## src/rtl/vga_timing_pkg.sv

```systemverilog
// Shared constants for the VGA raster timing generator.
// Defaults describe 640x480@60 with a 25.175 MHz pixel rate.
package vga_timing_pkg;

    localparam int DEF_H_ACTIVE = 640;
    localparam int DEF_H_FP     = 16;
    localparam int DEF_H_SYNC   = 96;
    localparam int DEF_H_BP     = 48;
    localparam int DEF_V_ACTIVE = 480;
    localparam int DEF_V_FP     = 10;
    localparam int DEF_V_SYNC   = 2;
    localparam int DEF_V_BP     = 33;

    localparam int DEF_H_TOTAL = DEF_H_ACTIVE + DEF_H_FP + DEF_H_SYNC + DEF_H_BP;
    localparam int DEF_V_TOTAL = DEF_V_ACTIVE + DEF_V_FP + DEF_V_SYNC + DEF_V_BP;

    localparam bit SYNC_ACT_LOW  = 1'b0;
    localparam bit SYNC_ACT_HIGH = 1'b1;

endpackage

```

## src/rtl/vga_timing_gen_axis.sv

```systemverilog
// One raster axis: position counter plus registered active/sync flags.
// The flags are loaded from the decode of the next position, so they line
// up with pos in the same cycle.
module vga_axis_counter #(
    parameter int ACTIVE = 640,
    parameter int FP     = 16,
    parameter int SYNC   = 96,
    parameter int BP     = 48,
    parameter bit POL    = 1'b0,
    parameter int W      = 10
) (
    input  logic         clk,
    input  logic         nRst,
    input  logic         step,
    output logic [W-1:0] pos,
    output logic         at_end,
    output logic         active,
    output logic         sync
);

    localparam int TOTAL = ACTIVE + FP + SYNC + BP;
    localparam logic [W-1:0] LAST = W'(TOTAL - 1);

    // Reject degenerate or overflowing timing at elaboration.
    if (ACTIVE <= 0 || FP <= 0 || SYNC <= 0 || BP <= 0 || TOTAL > (1 << W)) begin : g_bad_cfg
        $error("vga_axis_counter: zero-length interval or total %0d exceeds 2**%0d", TOTAL, W);
    end

    logic [W-1:0] pos_reg, pos_next;
    logic         active_reg, active_next;
    logic         sync_reg, sync_next;
    int           pos_int;

    assign at_end = (pos_reg == LAST);

    // Advance/wrap the counter and decode flags for the upcoming position.
    always_comb begin
        pos_next = pos_reg;
        if (step) begin
            pos_next = at_end ? '0 : pos_reg + W'(1);
        end
        pos_int     = int'(pos_next);
        active_next = (pos_int < ACTIVE);
        sync_next   = ((pos_int >= ACTIVE + FP) && (pos_int < ACTIVE + FP + SYNC)) ? POL : ~POL;
    end

    // State registers; reset value is the decode of position 0.
    always_ff @(posedge clk or negedge nRst) begin
        if (!nRst) begin
            pos_reg    <= '0;
            active_reg <= 1'b1;
            sync_reg   <= ~POL;
        end else begin
            pos_reg    <= pos_next;
            active_reg <= active_next;
            sync_reg   <= sync_next;
        end
    end

    assign pos    = pos_reg;
    assign active = active_reg;
    assign sync   = sync_reg;

endmodule

```

## src/rtl/vga_timing_gen.sv

```systemverilog
// Parametrised VGA raster timing generator with pixel clock-enable.
// Optional build macro VGA_TIMING_FRAME_CNT_EN adds an 8-bit frame counter.
module vga_timing_gen
    import vga_timing_pkg::*;
#(
    parameter int H_ACTIVE   = DEF_H_ACTIVE,
    parameter int H_FP       = DEF_H_FP,
    parameter int H_SYNC     = DEF_H_SYNC,
    parameter int H_BP       = DEF_H_BP,
    parameter int V_ACTIVE   = DEF_V_ACTIVE,
    parameter int V_FP       = DEF_V_FP,
    parameter int V_SYNC     = DEF_V_SYNC,
    parameter int V_BP       = DEF_V_BP,
    parameter bit H_SYNC_POL = SYNC_ACT_LOW,
    parameter bit V_SYNC_POL = SYNC_ACT_LOW,
    parameter int HW         = 10,
    parameter int VW         = 10
) (
    input  logic          clk,
    input  logic          nRst,
    input  logic          pix_en,
    output logic [HW-1:0] hpos,
    output logic [VW-1:0] vpos,
    output logic          hsync,
    output logic          vsync,
    output logic          hactive,
    output logic          vactive,
    output logic          active,
    output logic          line_pulse,
    output logic          frame_pulse,
    output logic          vblank_pulse
`ifdef VGA_TIMING_FRAME_CNT_EN
    ,
    output logic [7:0]    frame_count
`endif
);

    localparam logic [VW-1:0] V_LAST_VISIBLE = VW'(V_ACTIVE - 1);

    logic h_at_end;
    logic v_at_end;
    logic v_step;

    // The vertical axis advances once per completed line.
    assign v_step = pix_en & h_at_end;

    vga_axis_counter #(
        .ACTIVE (H_ACTIVE),
        .FP     (H_FP),
        .SYNC   (H_SYNC),
        .BP     (H_BP),
        .POL    (H_SYNC_POL),
        .W      (HW)
    ) u_h_axis (
        .clk    (clk),
        .nRst   (nRst),
        .step   (pix_en),
        .pos    (hpos),
        .at_end (h_at_end),
        .active (hactive),
        .sync   (hsync)
    );

    vga_axis_counter #(
        .ACTIVE (V_ACTIVE),
        .FP     (V_FP),
        .SYNC   (V_SYNC),
        .BP     (V_BP),
        .POL    (V_SYNC_POL),
        .W      (VW)
    ) u_v_axis (
        .clk    (clk),
        .nRst   (nRst),
        .step   (v_step),
        .pos    (vpos),
        .at_end (v_at_end),
        .active (vactive),
        .sync   (vsync)
    );

    assign active       = hactive & vactive;
    assign line_pulse   = v_step;
    assign frame_pulse  = v_step & v_at_end;
    assign vblank_pulse = v_step & (vpos == V_LAST_VISIBLE);

`ifdef VGA_TIMING_FRAME_CNT_EN
    logic [7:0] frame_count_reg;

    // Free-running frame counter for blink/animation, wraps naturally.
    always_ff @(posedge clk or negedge nRst) begin
        if (!nRst) begin
            frame_count_reg <= 8'd0;
        end else if (frame_pulse) begin
            frame_count_reg <= frame_count_reg + 8'd1;
        end
    end

    assign frame_count = frame_count_reg;
`endif

endmodule

```

## config.mk

```make
export PLATFORM = sky130hd
export DESIGN_NAME = vga_timing_gen
export DESIGN_NICKNAME = d
export VERILOG_FILES = /design/src/rtl/vga_timing_pkg.sv /design/src/rtl/vga_timing_gen_axis.sv /design/src/rtl/vga_timing_gen.sv
export SDC_FILE = /design/constraint.sdc
export NUM_CORES = 1
export LEC_CHECK = 0
export ABC_AREA = 1
export CORE_UTILIZATION = 40
export CTS_CLUSTER_SIZE = 24
export DETAILED_ROUTE_END_ITERATION = 8
export PLACE_DENSITY = 0.66
export SKIP_LAST_GASP = 1
export SYNTH_ARGS = -nofsm -noshare
export SYNTH_HDL_FRONTEND = slang
export SYNTH_HIERARCHICAL = 1
export SYNTH_SLANG_ARGS = --single-unit
export TNS_END_PERCENT = 10
```

## constraint.sdc

```tcl
create_clock -name clk -period 2.9 [get_ports clk]
set_clock_uncertainty 0.05 [all_clocks]
set_input_delay 0.29 -clock clk [delete_from_list [all_inputs] [get_ports clk]]
set_output_delay 0.29 -clock clk [all_outputs]
set_load 0.03 [all_outputs]
```

### Word-level counts from Yosys, hierarchy flattened

Index checks and enable logic that the tools add are counted.

| word-level totals | value |
|---|---|
| register bits | 24 |
| output and inout port bits | 28 |

| operators by class | value |
|---|---|
| muxes and demuxes | 6 |
| bitwise gates (word level) | 4 |
| reductions and logical operators | 2 |
| $add $sub $neg | 2 |
| equality and inequality tests | 3 |
| $lt $le $gt $ge | 6 |

Operators with widths:

| operator | number |
|---|---|
| two-way mux 10 bit | 4 |
| adder 10 x 1 -> 10 bit (second input constant) | 2 |
| == test 10 bit (second input constant) | 2 |
| less-than comparator 10 bit (second input constant) | 2 |
| less-than comparator 10 x 9 -> 1 bit (second input constant) | 2 |
| == test 10 x 9 -> 1 bit (second input constant) | 1 |
| greater-or-equal comparator 10 bit (second input constant) | 1 |
| greater-or-equal comparator 10 x 9 -> 1 bit (second input constant) | 1 |
| AND 1 bit | 4 |
| logical AND 1 bit | 2 |
| two-way mux 1 bit | 2 |

### Longest topological paths before layout

| depth | value |
|---|---|
| word-level depth | 6 |
| gate-level depth with buffers | 17 |
| depth with buffers taken out | 16 |

### Modules after synthesis

Netlist, hierarchy kept.

By module, submodules not included:

| module | area each (µm²) | cells an instance | instances | seq. area each (µm²) |
|---|---|---|---|---|
| vga_axis_counter (u_v_axis) | 788.3 | 110 | 1 | 302.8 |
| vga_axis_counter (u_h_axis) | 713.2 | 93 | 1 | 302.8 |
| vga_timing_gen | 65.1 | 16 | 1 | 0.0 |

### Worst setup path after synthesis

OpenSTA, ideal clock, no wires.

| timing path | value |
|---|---|
| path type | register to register |
| start point | register u_h_axis.pos_reg[3], in the netlist u_h_axis/pos[3] |
| end point | register u_v_axis.sync_reg, in the netlist u_v_axis/sync |
| buffers on the path | 1 |
| slack | 0.609 ns |
| cell stages (with the launch flop) | 15 |
| required time | 2.767 ns |
| arrival | 2.158 ns |
| period minus slack after synthesis | 2.291 ns |
| cells stage by stage | dfrtp_1 -> nand2_1 -> nor2_1 -> nand2_1 -> nor2_1 -> nand2_1 -> inv_1 -> buf_4 -> nand3_2 -> nor2_4 -> nand3_2 -> nand2_4 -> nand2_2 -> nor2_1 -> nand3_1 |

| between the ends | value |
|---|---|
| cells in the longest elaborated chain, start to end | 6 |

Ends and longest elaborated chain:

| item | RTL line | RTL |
|---|---|---|
| from (decl) | vga_timing_gen_axis.sv:29 | `logic [W-1:0] pos_reg, pos_next;` |
| from (signal assigned) | vga_timing_gen_axis.sv:54 | `pos_reg <= pos_next;` |
| == test 10 bit * | vga_timing_gen_axis.sv:34 | `assign at_end = (pos_reg == LAST);` |
| net h_at_end | vga_timing_gen.sv:40 | `logic h_at_end;` |
| AND 1 bit * | vga_timing_gen.sv:45 | `assign v_step = pix_en & h_at_end;` |
| net line_pulse | vga_timing_gen.sv:29 | `output logic line_pulse,` |
| two-way mux 10 bit * | vga_timing_gen_axis.sv:39 | `if (step) begin` |
| net u_v_axis.pos_next[7] | vga_timing_gen_axis.sv:29 |  |
| greater-or-equal comparator 10 x 9 -> 1 bit / less-than comparator 10 x 9 -> 1 bit (equally long branches) | vga_timing_gen_axis.sv:44 | `sync_next = ((pos_int >= ACTIVE + FP) && (pos_int < ACTIVE + FP + SYNC)) ? POL : ~POL;` |
| logical AND 1 bit * | vga_timing_gen_axis.sv:44 |  |
| two-way mux 1 bit * | vga_timing_gen_axis.sv:44 |  |
| net u_v_axis.sync_next | vga_timing_gen_axis.sv:31 | `logic sync_reg, sync_next;` |
| to (signal assigned) | vga_timing_gen_axis.sv:52 | `sync_reg <= ~POL;` |
| to (signal assigned) | vga_timing_gen_axis.sv:56 | `sync_reg <= sync_next;` |
| to (decl) | vga_timing_gen_axis.sv:31 |  |

Mark *: on every way through the listed nets, which the timed path passes. The rest lies on a longest branch.

### Final worst setup path

| timing path | value |
|---|---|
| start point | register u_h_axis.pos_reg[5], in the netlist u_h_axis/pos[5] |
| end point | output port line_pulse |

| between the ends | value |
|---|---|
| cells in the longest elaborated chain, start to end | 2 |

Ends and longest elaborated chain:

| item | RTL line |
|---|---|
| == test 10 bit | vga_timing_gen_axis.sv:34 |
| net h_at_end | vga_timing_gen.sv:40 |
| AND 1 bit | vga_timing_gen.sv:45 |
| to (decl) | vga_timing_gen.sv:29 |

The timed path passes the listed nets, and every way through them passes these cells.

==> results.toml <==
[run_status]
outcome = "finished, final reports clean"

[route]
routed-via-count = 1370
drt-total-wl_mm = 3.17
drtAntennaViolNets = 0
first_pass_iters = 4
drcViolationCount = 0
wl_per_cell_um = 10.5
viasPerCell = 4.55
drtIter0Drc = 65

[placed_design]
gp_congestion = 0.823
place_ws_ns = 0.466
dp_hpwl_mm = 2.44
port-buffer-count = 30

[sta]
hold_slack_ns = 0.330
slew_headroom_pct = 78.1
final-setup-viol-count = 0
post-route-period-util_pct = 90.9
timing.final.crit_period_ns = 2.64
fmax_mhz = 379
hold_violations = 0
setup_ws_ns = 0.265
grt_setup_unrepaired = "false"
slew_viol_final = 0
worst_pin_slew_ns = 0.327
finalSetupTns_ns = 0

[cts]
cts.sink_count = 24
htree_num_levels = 1
hold_buffers = 0
clockBufferDepth = 2
numCtsBuffers = 3
cts_resized = 0
clkLatencyLatePin_ns = 0.26
cts_root_buf = "clkbuf_8"
cts_setup_buffers = 0
clkSlewWorstSetupHoldPaths_ns = 0.08
cts_tree = "yes"

[critical_path]
critPathMaxFanout = 11
timing.rr.start = "u_h_axis/pos[5]"
required_ns = 2.56
reg2regPathDepth = 14
r2r-end = "u_v_axis/sync"
crit_type = "register to output port"
cp-start-kind = "register"
worstPathArrival_ns = 2.30
end_kind = "output port"
ff2ff_setup_slack_ns = 0.66

[grt]
antenna_found_initial = 0
grtUsageTotal_pct = 16.8
grt_pass1_wl_mm = 5.53
grt_pass1_vias = 1246
grt_max_degree = 25
grt-ovfl-total = 0

[layout]
seqCellArea_um2 = 606
area_growth_pct = 25.9
final_common_cell = "nand2_1"
multiInputGateArea_um2 = 793
n_antenna_cell = 0
fillCellCount = 370
drive_gt1_share_pct = 16.6
final_net_count = 260
layout_common_cells = "67 x nand2_1, 38 x inv_1, 30 x clkdlybuf4s50_1"

[floorplan]
initial_core_util_pct = 42.2
num_io_pins = 31
die_w_um = 64.6
rows = 22
die_h_um = 64.6
coreArea_um2 = 3720
die-area_um2 = 4170

[synthesis]
yosysWarnings = 6
ys_seq_area_share_pct = 38.7
postSynthAreaPerCell_um2 = 7.15
synth_area_um2 = 1570
syn_inst = 219
postSynthNetCount = 225
synth_seq_cells = 24
synth_cell_types = 25

[worst_hold_path]
hold_path.class = "input port to asynchronous set/reset pin"

[power_and_ir_drop]
power_density_nw_per_um2 = 663
vdd_drop_max_mv = 0.458
p_leak_nw = 0.920

[job]
max_cap_violations = 0
==> layer usage <==
metal,vias to the layer above,part of all wire (%),global-route usage (%)
li1,726,-,-
met1,622,53,23.8
met2,20,43,27.2
met3,2,2.6,1.94
met4,0,0.60,4.17
met5,-,0,0
==> cell usage after synthesis <==
cell | n | share of area (%)
inv_1 | 38 | 9.1
o21ai_2 | 1 | 0.56
nand3_1 | 12 | 3.8
nand4_1 | 3 | 1.2
nor4_1 | 1 | 0.40
nand3_2 | 5 | 3.2
ha_1 | 3 | 2.4
nand2_1 | 67 | 16
nor2_4 | 5 | 3.6
nor3_1 | 1 | 0.32
xnor2_1 | 2 | 1.1
o21bai_1 | 2 | 0.96
dfstp_2 | 4 | 6.7
nor2_1 | 26 | 6.2
nand4_2 | 1 | 0.80
nor2_2 | 6 | 2.4
o211ai_1 | 1 | 0.48
clkinv_2 | 2 | 0.64
o21ai_0 | 1 | 0.32
dfrtp_1 | 20 | 32
buf_4 | 1 | 0.48
inv_2 | 2 | 0.48
xor2_1 | 3 | 1.7
nand2_4 | 1 | 0.72
nand2_2 | 11 | 4.4
==> final cells by class <==
cell class	instances	area share (%)
clock buffer	4	2.28
inverter	42	8.12
timing repair buffer	31	15.6
multi-input combinational	152	40.2
sequential	24	30.7
tap	48	3.05
==> power breakdown <==
group	switching [mW]	total, mW	internal (mW)	leakage, nW
registers	0.0812	0.498	0.417	0.271
clock network	0.104	0.202	0.0980	0.0228
logic	0.374	0.607	0.233	0.626
==> per-stage QoR <==
step | total power [mW] | cells | util, % | area [um^2]
4_1_cts | 1.33 | 301 | 53.1 | 1970
3_5_place_dp | 1.12 | 297 | 51.9 | 1930
3_3_place_gp | 1.11 | 297 | 51.9 | 1930
2_1_floorplan | 0.904 | 219 | - | 1570
6_report | 1.31 | 301 | 53.1 | 1970
5_1_grt | 1.41 | 301 | 53.1 | 1970
==> how the worst max path moves through the flow <==
stage | start | endpoint | slack [ns] | depth (start not counted)
3_3_place_gp | pix_en | line_pulse | 0.49 | 4
3_5_place_dp | pix_en | line_pulse | 0.47 | 4
5_1_grt | u_h_axis/pos[7] | line_pulse | 0.06 | 8
6_report | u_h_axis/pos[5] | line_pulse | 0.26 | 8
2_1_floorplan | u_h_axis/pos[3] | u_v_axis/sync | 0.61 | 14
4_1_cts | u_h_axis/pos[3] | line_pulse | 0.26 | 7
==> worst max-delay path, cell delays in order (launching register included) <==
cell and delay (ns):
dfrtp_1 0.42, inv_1 0.13, nand2_1 0.07, nor2_1 0.09, nand2_1 0.11, nor2_1 0.10
nand2_1 0.10, inv_1 0.28, clkdlybuf4s50_1 0.73
==> cell families (layout without fill, tap and decap cells) <==
group	Yosys count	after routing	synth area share, %
AOI/OAI and AO/OA	5	5	2.32
xor gates and xnor gates	5	5	2.80
adders and majority gates	3	3	2.40
buffers and inverters	43	77	10.7
DFF	24	24	38.7
and+or+nand+nor	139	139	43.1
(Power assumes the default switching activity.)
